## config.mk

```make
export PLATFORM = sky130hd
export DESIGN_NAME = cla_nibble_seq_adder
export DESIGN_NICKNAME = d
export VERILOG_FILES = /design/src/rtl/cla_nibble_seq_adder_pkg.sv /design/src/rtl/cla_nibble_seq_adder_cla4.sv /design/src/rtl/cla_nibble_seq_adder.sv
export SDC_FILE = /design/constraint.sdc
export NUM_CORES = 1
export LEC_CHECK = 0
export ABC_AREA = 0
export CAP_MARGIN = 0
export CORE_MARGIN = 10
export CORE_UTILIZATION = 56
export CTS_BUF_LIST = sky130_fd_sc_hd__clkbuf_16
export DETAILED_ROUTE_END_ITERATION = 10
export DONT_BUFFER_PORTS = 1
export HOLD_SLACK_MARGIN = 0.1
export PLACE_DENSITY = 0.74
export SLEW_MARGIN = 15
export SYNTH_ARGS = -nofsm -noshare
export SYNTH_HDL_FRONTEND = slang
export SYNTH_SLANG_ARGS = --single-unit
```

## constraint.sdc

```tcl
create_clock -name clk -period 2.5 [get_ports clk]
set_input_delay 0 -clock clk [delete_from_list [all_inputs] [get_ports clk]]
set_output_delay 0 -clock clk [all_outputs]
set_load 0.05 [all_outputs]
```

## src/rtl/cla_nibble_seq_adder_pkg.sv

```systemverilog
// Shared types and helpers for the nibble-serial carry-lookahead adder.
// Holds the controller state encoding, the nibble width and the overflow rule.
package cla_seq_pkg;

    typedef enum logic [1:0] {
        IDLE,
        RUN,
        DONE
    } state_t;

    localparam int NIBBLE_W = 4;

    // Two's-complement overflow: same-signed operands produced a differently signed result.
    function automatic logic signed_ovf(input logic a_msb, input logic b_msb, input logic s_msb);
        return (a_msb == b_msb) && (s_msb != a_msb);
    endfunction

endpackage

```

## src/rtl/cla_nibble_seq_adder_cla4.sv

```systemverilog
// Purely combinational 4-bit carry-lookahead adder.
// Every carry is expanded from generate/propagate terms, so no carry ripples between bits.
module cla4_comb
    import cla_seq_pkg::*;
(
    input  logic [NIBBLE_W-1:0] x,
    input  logic [NIBBLE_W-1:0] y,
    input  logic                cin,
    output logic [NIBBLE_W-1:0] r,
    output logic                cout
);

    logic [NIBBLE_W-1:0] g;
    logic [NIBBLE_W-1:0] p;
    logic [NIBBLE_W:0]   c;

    assign g = x & y;
    assign p = x ^ y;

    assign c[0] = cin;
    assign c[1] = g[0] | (p[0] & cin);
    assign c[2] = g[1] | (p[1] & g[0]) | (p[1] & p[0] & cin);
    assign c[3] = g[2] | (p[2] & g[1]) | (p[2] & p[1] & g[0])
                | (p[2] & p[1] & p[0] & cin);
    assign c[4] = g[3] | (p[3] & g[2]) | (p[3] & p[2] & g[1])
                | (p[3] & p[2] & p[1] & g[0])
                | (p[3] & p[2] & p[1] & p[0] & cin);

    assign r    = p ^ c[NIBBLE_W-1:0];
    assign cout = c[NIBBLE_W];

endmodule

```

## src/rtl/cla_nibble_seq_adder.sv

```systemverilog
// WIDTH-bit add/subtract built from one 4-bit CLA, run one nibble per cycle, LSB nibble first.
// Handshake: start accepted in IDLE or DONE, busy during the passes, done pulses once with the result.
module cla_nibble_seq_adder
    import cla_seq_pkg::*;
#(
    parameter int WIDTH = 16
) (
    input  logic             clk,
    input  logic             rst,
    input  logic             start,
    input  logic             sub,
    input  logic             cin,
    input  logic [WIDTH-1:0] a,
    input  logic [WIDTH-1:0] b,
    output logic             busy,
    output logic             done,
    output logic [WIDTH-1:0] sum,
    output logic             cout,
    output logic             ovf
);

    // WIDTH must be a multiple of 4 and at least 8, so NIB >= 2 and CNT_W >= 1.
    localparam int NIB   = WIDTH / NIBBLE_W;
    localparam int CNT_W = $clog2(NIB);
    localparam logic [CNT_W-1:0] LAST = CNT_W'(NIB - 1);

    state_t             state;
    logic [WIDTH-1:0]   op_a;
    logic [WIDTH-1:0]   op_b;
    logic [WIDTH-1:0]   work;
    logic               carry;
    logic [CNT_W-1:0]   cnt;

    logic [NIBBLE_W-1:0] nib_a;
    logic [NIBBLE_W-1:0] nib_b;
    logic [NIBBLE_W-1:0] nib_r;
    logic                nib_c;

    assign nib_a = op_a[int'(cnt)*NIBBLE_W +: NIBBLE_W];
    assign nib_b = op_b[int'(cnt)*NIBBLE_W +: NIBBLE_W];

    cla4_comb u_cla (
        .x    (nib_a),
        .y    (nib_b),
        .cin  (carry),
        .r    (nib_r),
        .cout (nib_c)
    );

    // NOTE: all state below updates with non-blocking assignments so every register
    // samples pre-edge values; blocking here would let later lines see this cycle's writes.
    always_ff @(posedge clk) begin
        if (rst) begin
            // NOTE: working registers are cleared too, not just the visible outputs, so an
            // abandoned operation leaves no stale operands or carry behind.
            state <= IDLE;
            op_a  <= '0;
            op_b  <= '0;
            work  <= '0;
            carry <= 1'b0;
            cnt   <= '0;
            busy  <= 1'b0;
            done  <= 1'b0;
            sum   <= '0;
            cout  <= 1'b0;
            ovf   <= 1'b0;
        end else begin
            case (state)
                IDLE, DONE: begin
                    done <= 1'b0;
                    if (start) begin
                        // Subtraction is a + ~b + 1, so invert B here and force the carry-in.
                        op_a  <= a;
                        op_b  <= sub ? ~b : b;
                        carry <= sub ? 1'b1 : cin;
                        cnt   <= '0;
                        busy  <= 1'b1;
                        state <= RUN;
                    end else begin
                        busy  <= 1'b0;
                        state <= IDLE;
                    end
                end

                RUN: begin
                    work[int'(cnt)*NIBBLE_W +: NIBBLE_W] <= nib_r;
                    carry <= nib_c;
                    if (cnt == LAST) begin
                        // Final nibble comes straight from the adder; earlier ones from work.
                        sum   <= {nib_r, work[WIDTH-NIBBLE_W-1:0]};
                        cout  <= nib_c;
                        ovf   <= signed_ovf(op_a[WIDTH-1], op_b[WIDTH-1], nib_r[NIBBLE_W-1]);
                        cnt   <= '0;
                        busy  <= 1'b0;
                        done  <= 1'b1;
                        state <= DONE;
                    end else begin
                        cnt <= cnt + CNT_W'(1);
                    end
                end

                default: begin
                    busy  <= 1'b0;
                    done  <= 1'b0;
                    state <= IDLE;
                end
            endcase
        end
    end

endmodule

```

==> impl_results.md <==
- Clock sinks: 68
- Die height: around 93 um
- Synth Area in XOR/XNOR: ~5%
- Pint: ~2.0 mW
- Slew Viols, Final: 0
- Clock buffer depth: 2
- Setup violators final: 0
- Adder-Cell Fraction of Synth Area: under 10%
- Max Fclk: 425.0 MHz
- Total number of vias: between 2000 and 3000
- Fraction of the mapped netlist area in compound gates: 15.77%
- Final Hold Fails: 0
- Port buffer count: 0
- Status: finished, final reports clean
- GRT Total Usage: 18.86%
- Area Overhead vs Synth: 31.80%
- Top post-synthesis cells by area: dfxtp_1 (46%), nand2_1 (8.4%), a21oi_1 (6.0%), mux4_2 (6.0%), nor2_1 (4.9%)
- Switching power total: 0.6530 mW
- Non-filler instance count after layout: roughly 470
- Predominant post-synthesis flop cell: dfxtp_1
- Grt total ovfl: 0
- Library cells used by synthesis: 36
- Max-cap viol count: 0
- Mean post-synth cell area: 9.039 um2
- Cell Pwr Density: approximately 680 nW/um2
- Sequential fraction of the synthesis area: between 40% and 50%
- Number of synthesized flops with an enable pin: 0
- Largest net degree at the start of global routing: 69
- Crit end category: flip-flop
- Clk pwr share: roughly two fifths
- Routed WL per cell: between 15 and 20 um
- Post-route cell area: 3931 um2
- Number of buffers created by CTS: 9
- Max VDD drop: ~0.51 mV
- Site row count: 26
- H-tree level count: 3
- Gpl congestion: roughly 0.85
- Synth top area share: 45.64%
- RSZ-0062 raised after global routing: no
- Std-Cell Core Area: between 5000 and 6000 um2
- Sw Ratio: 24.59%
- Yosys top cell by area: dfxtp_1
- Total Wirelength: 7688 um
- Die Wd: between 90 and 100 um
- Synthesized area: 2983 um2
- Layout cells sized above 1: 11.36%
- Vias in the first global route: about 2800
- Post-Synth Simple-Gate Area: 19.42%
- Via density: 5.620
- Worst skew pair latency: 0.33 ns
- FF+latch count, synth: 68
- Async SR Flop Fraction: 0%
- Multiplexer share of the synthesized area: under 10%
- Worst hold path class: input port to flip-flop
- Clock root buffer: clkbuf_16
- CTS clock-pin slew for the worst setup and hold paths: around 0.05 ns
- Startpoint types: flip-flop
- Design Power: about 2.7 mW
- Num ports: 57
- First-pass GRT wire length: 13210 um
- Diodes inserted: 0
- Crit share post-route: between 90% and 100%
- Placed inst area: 3095 um2
- Drt first pass iters: 4
- Initial antenna violation count: 0
- CTS tree: yes
- Detail Placement HPWL: between 4000 and 5000 um
- Worst Path Required: 2.73 ns
- Largest family of logic cells by synthesized area: simple AND/OR/NAND/NOR gates
- Crit path max fanout: 7
- Register share of total power: 44.3%
- Crit path arrival time: 2.58 ns
- Syn. warnings: 0
- Nets@finish: approximately 440
- Area of the die: 8646 um2
- Syn Inst Count: 330
- Syn_nets: 377
- Post-CTS Setup Inserts: 0
- Clock skew: 0.004917 ns
- Share of power burned in combinational logic: 15.8%
- # DRC: 0
- First DRT Iteration DRCs: 173
- Initial Util: between 50% and 60%
- CP Class: flip-flop to flip-flop
- Dpl cells: between 300 and 400
- Min Tclk post-route: 2.353 ns
- Core Util, Final: 76.48%
- Worst Tran Pin Value: 0.6251 ns
- Leak: 1.492 nW
- WHS: 0.2500 ns
- Slew HR: between 50% and 60%
- Post-route ant nets: 0
-- kinds of logic (layout without fill, tap and decap cells) --
group,Yosys count,after routing
mux,8,8
buf+inv,25,91
fa+ha+maj,10,10
compound gates,74,74
simple gates,128,128
xor+xnor,17,17
flops,68,68
-- layer usage --
metal	GRT usage, %	vias to the layer above	routed length [um]
met3	5.755	23	502
met2	32.24	76	3862
li1	-	1271	-
met4	10.28	0	200
met1	20.46	1249	3123
met5	0	-	0
-- synthesized netlist by cell type, types with 2 or more instances --
master	count
a211oi_1	16
a21o_1	3
a21oi_1	36
a22oi_1	7
a311oi_1	2
a32oi_1	3
and2b_1	2
buf_2	10
clkbuf_1	12
dfxtp_1	68
ha_1	9
inv_1	2
mux4_2	8
nand2_1	67
nand3b_1	3
nand4_1	5
nor2_1	39
nor3_1	3
nor4b_2	2
o21ai_0	2
xnor2_1	16
-- sequential cells by signal, indices dropped and copies added, names as in the netlist --
register  count
carry         1
ovf           1
sum          16
cnt           2
cout          1
state         1
done          1
work         12
busy          1
op_a         16
op_b         16
-- worst max-delay path, cell delays in order (launching register included) --
cell and delay [ns]:
dfxtp_4 0.41, buf_4 0.14, mux4_2 0.50, ha_1 0.31
o21ai_0 0.24, o21ai_1 0.13, a31o_2 0.26, a311oi_1 0.27
-- per-stage QoR --
stage | setup TNS, ns | worst slack (ns)
floorplan | 0 | 0.03295
global placement | 0 | 0.1466
detailed placement | -0.003464 | -0.003464
CTS | 0 | 0.1020
global route | 0 | 0.01809
finish | 0 | 0.1472
-- layout by cell type, fill, tap and decap left out, drive strengths merged, types with 4 or more instances in the layout --
cell type	synthesis	routed
a211oi	17	17
a21oi	36	36
a22oi	7	7
buf	11	18
clkbuf	12	9
clkinv	0	4
dfxtp	68	68
dlygate4sd3	0	55
ha	9	9
inv	2	5
mux4	8	8
nand2	67	67
nand4	6	6
nor2	39	39
xnor2	16	16
-- what timing repair did --
action | in CTS | in global routing
gates resized for setup | 1 | 2
endpoints found under the setup margin | 1 | 1
endpoints found under the hold margin | 68 | 0
hold buffers | 56 | 0
-- worst paths after layout --
path	startpoint	slack, ns	depth (start not counted)	to
worst max-delay path	cnt[0]	0.15	7	ovf
worst min-delay path	start	0.25	3	op_a[7]
worst max register to register	cnt[0]	0.15	7	ovf
worst min register to register	work[11]	0.45	2	work[11]
-- power by group through the flow --
stage          clock [mW]  combinational (mW)  sequential, mW
3_5_place_dp            0               0.290            1.19
4_1_cts              1.07               0.404            1.17
5_1_grt              1.12               0.459            1.18
2_1_floorplan           0               0.235            1.18
3_3_place_gp            0               0.282            1.19
6_report             1.06               0.419            1.17
-- cell type report --
class	instances	area, um2
clock buffer	9	225.2
clock inverter	7	27.53
fill	365	1209
inverter	2	7.507
multi-input combinational	237	1511
sequential	68	1366
tap	70	87.58
timing repair buffer	73	705.7
No activity file was read; power rests on OpenSTA's default activity.
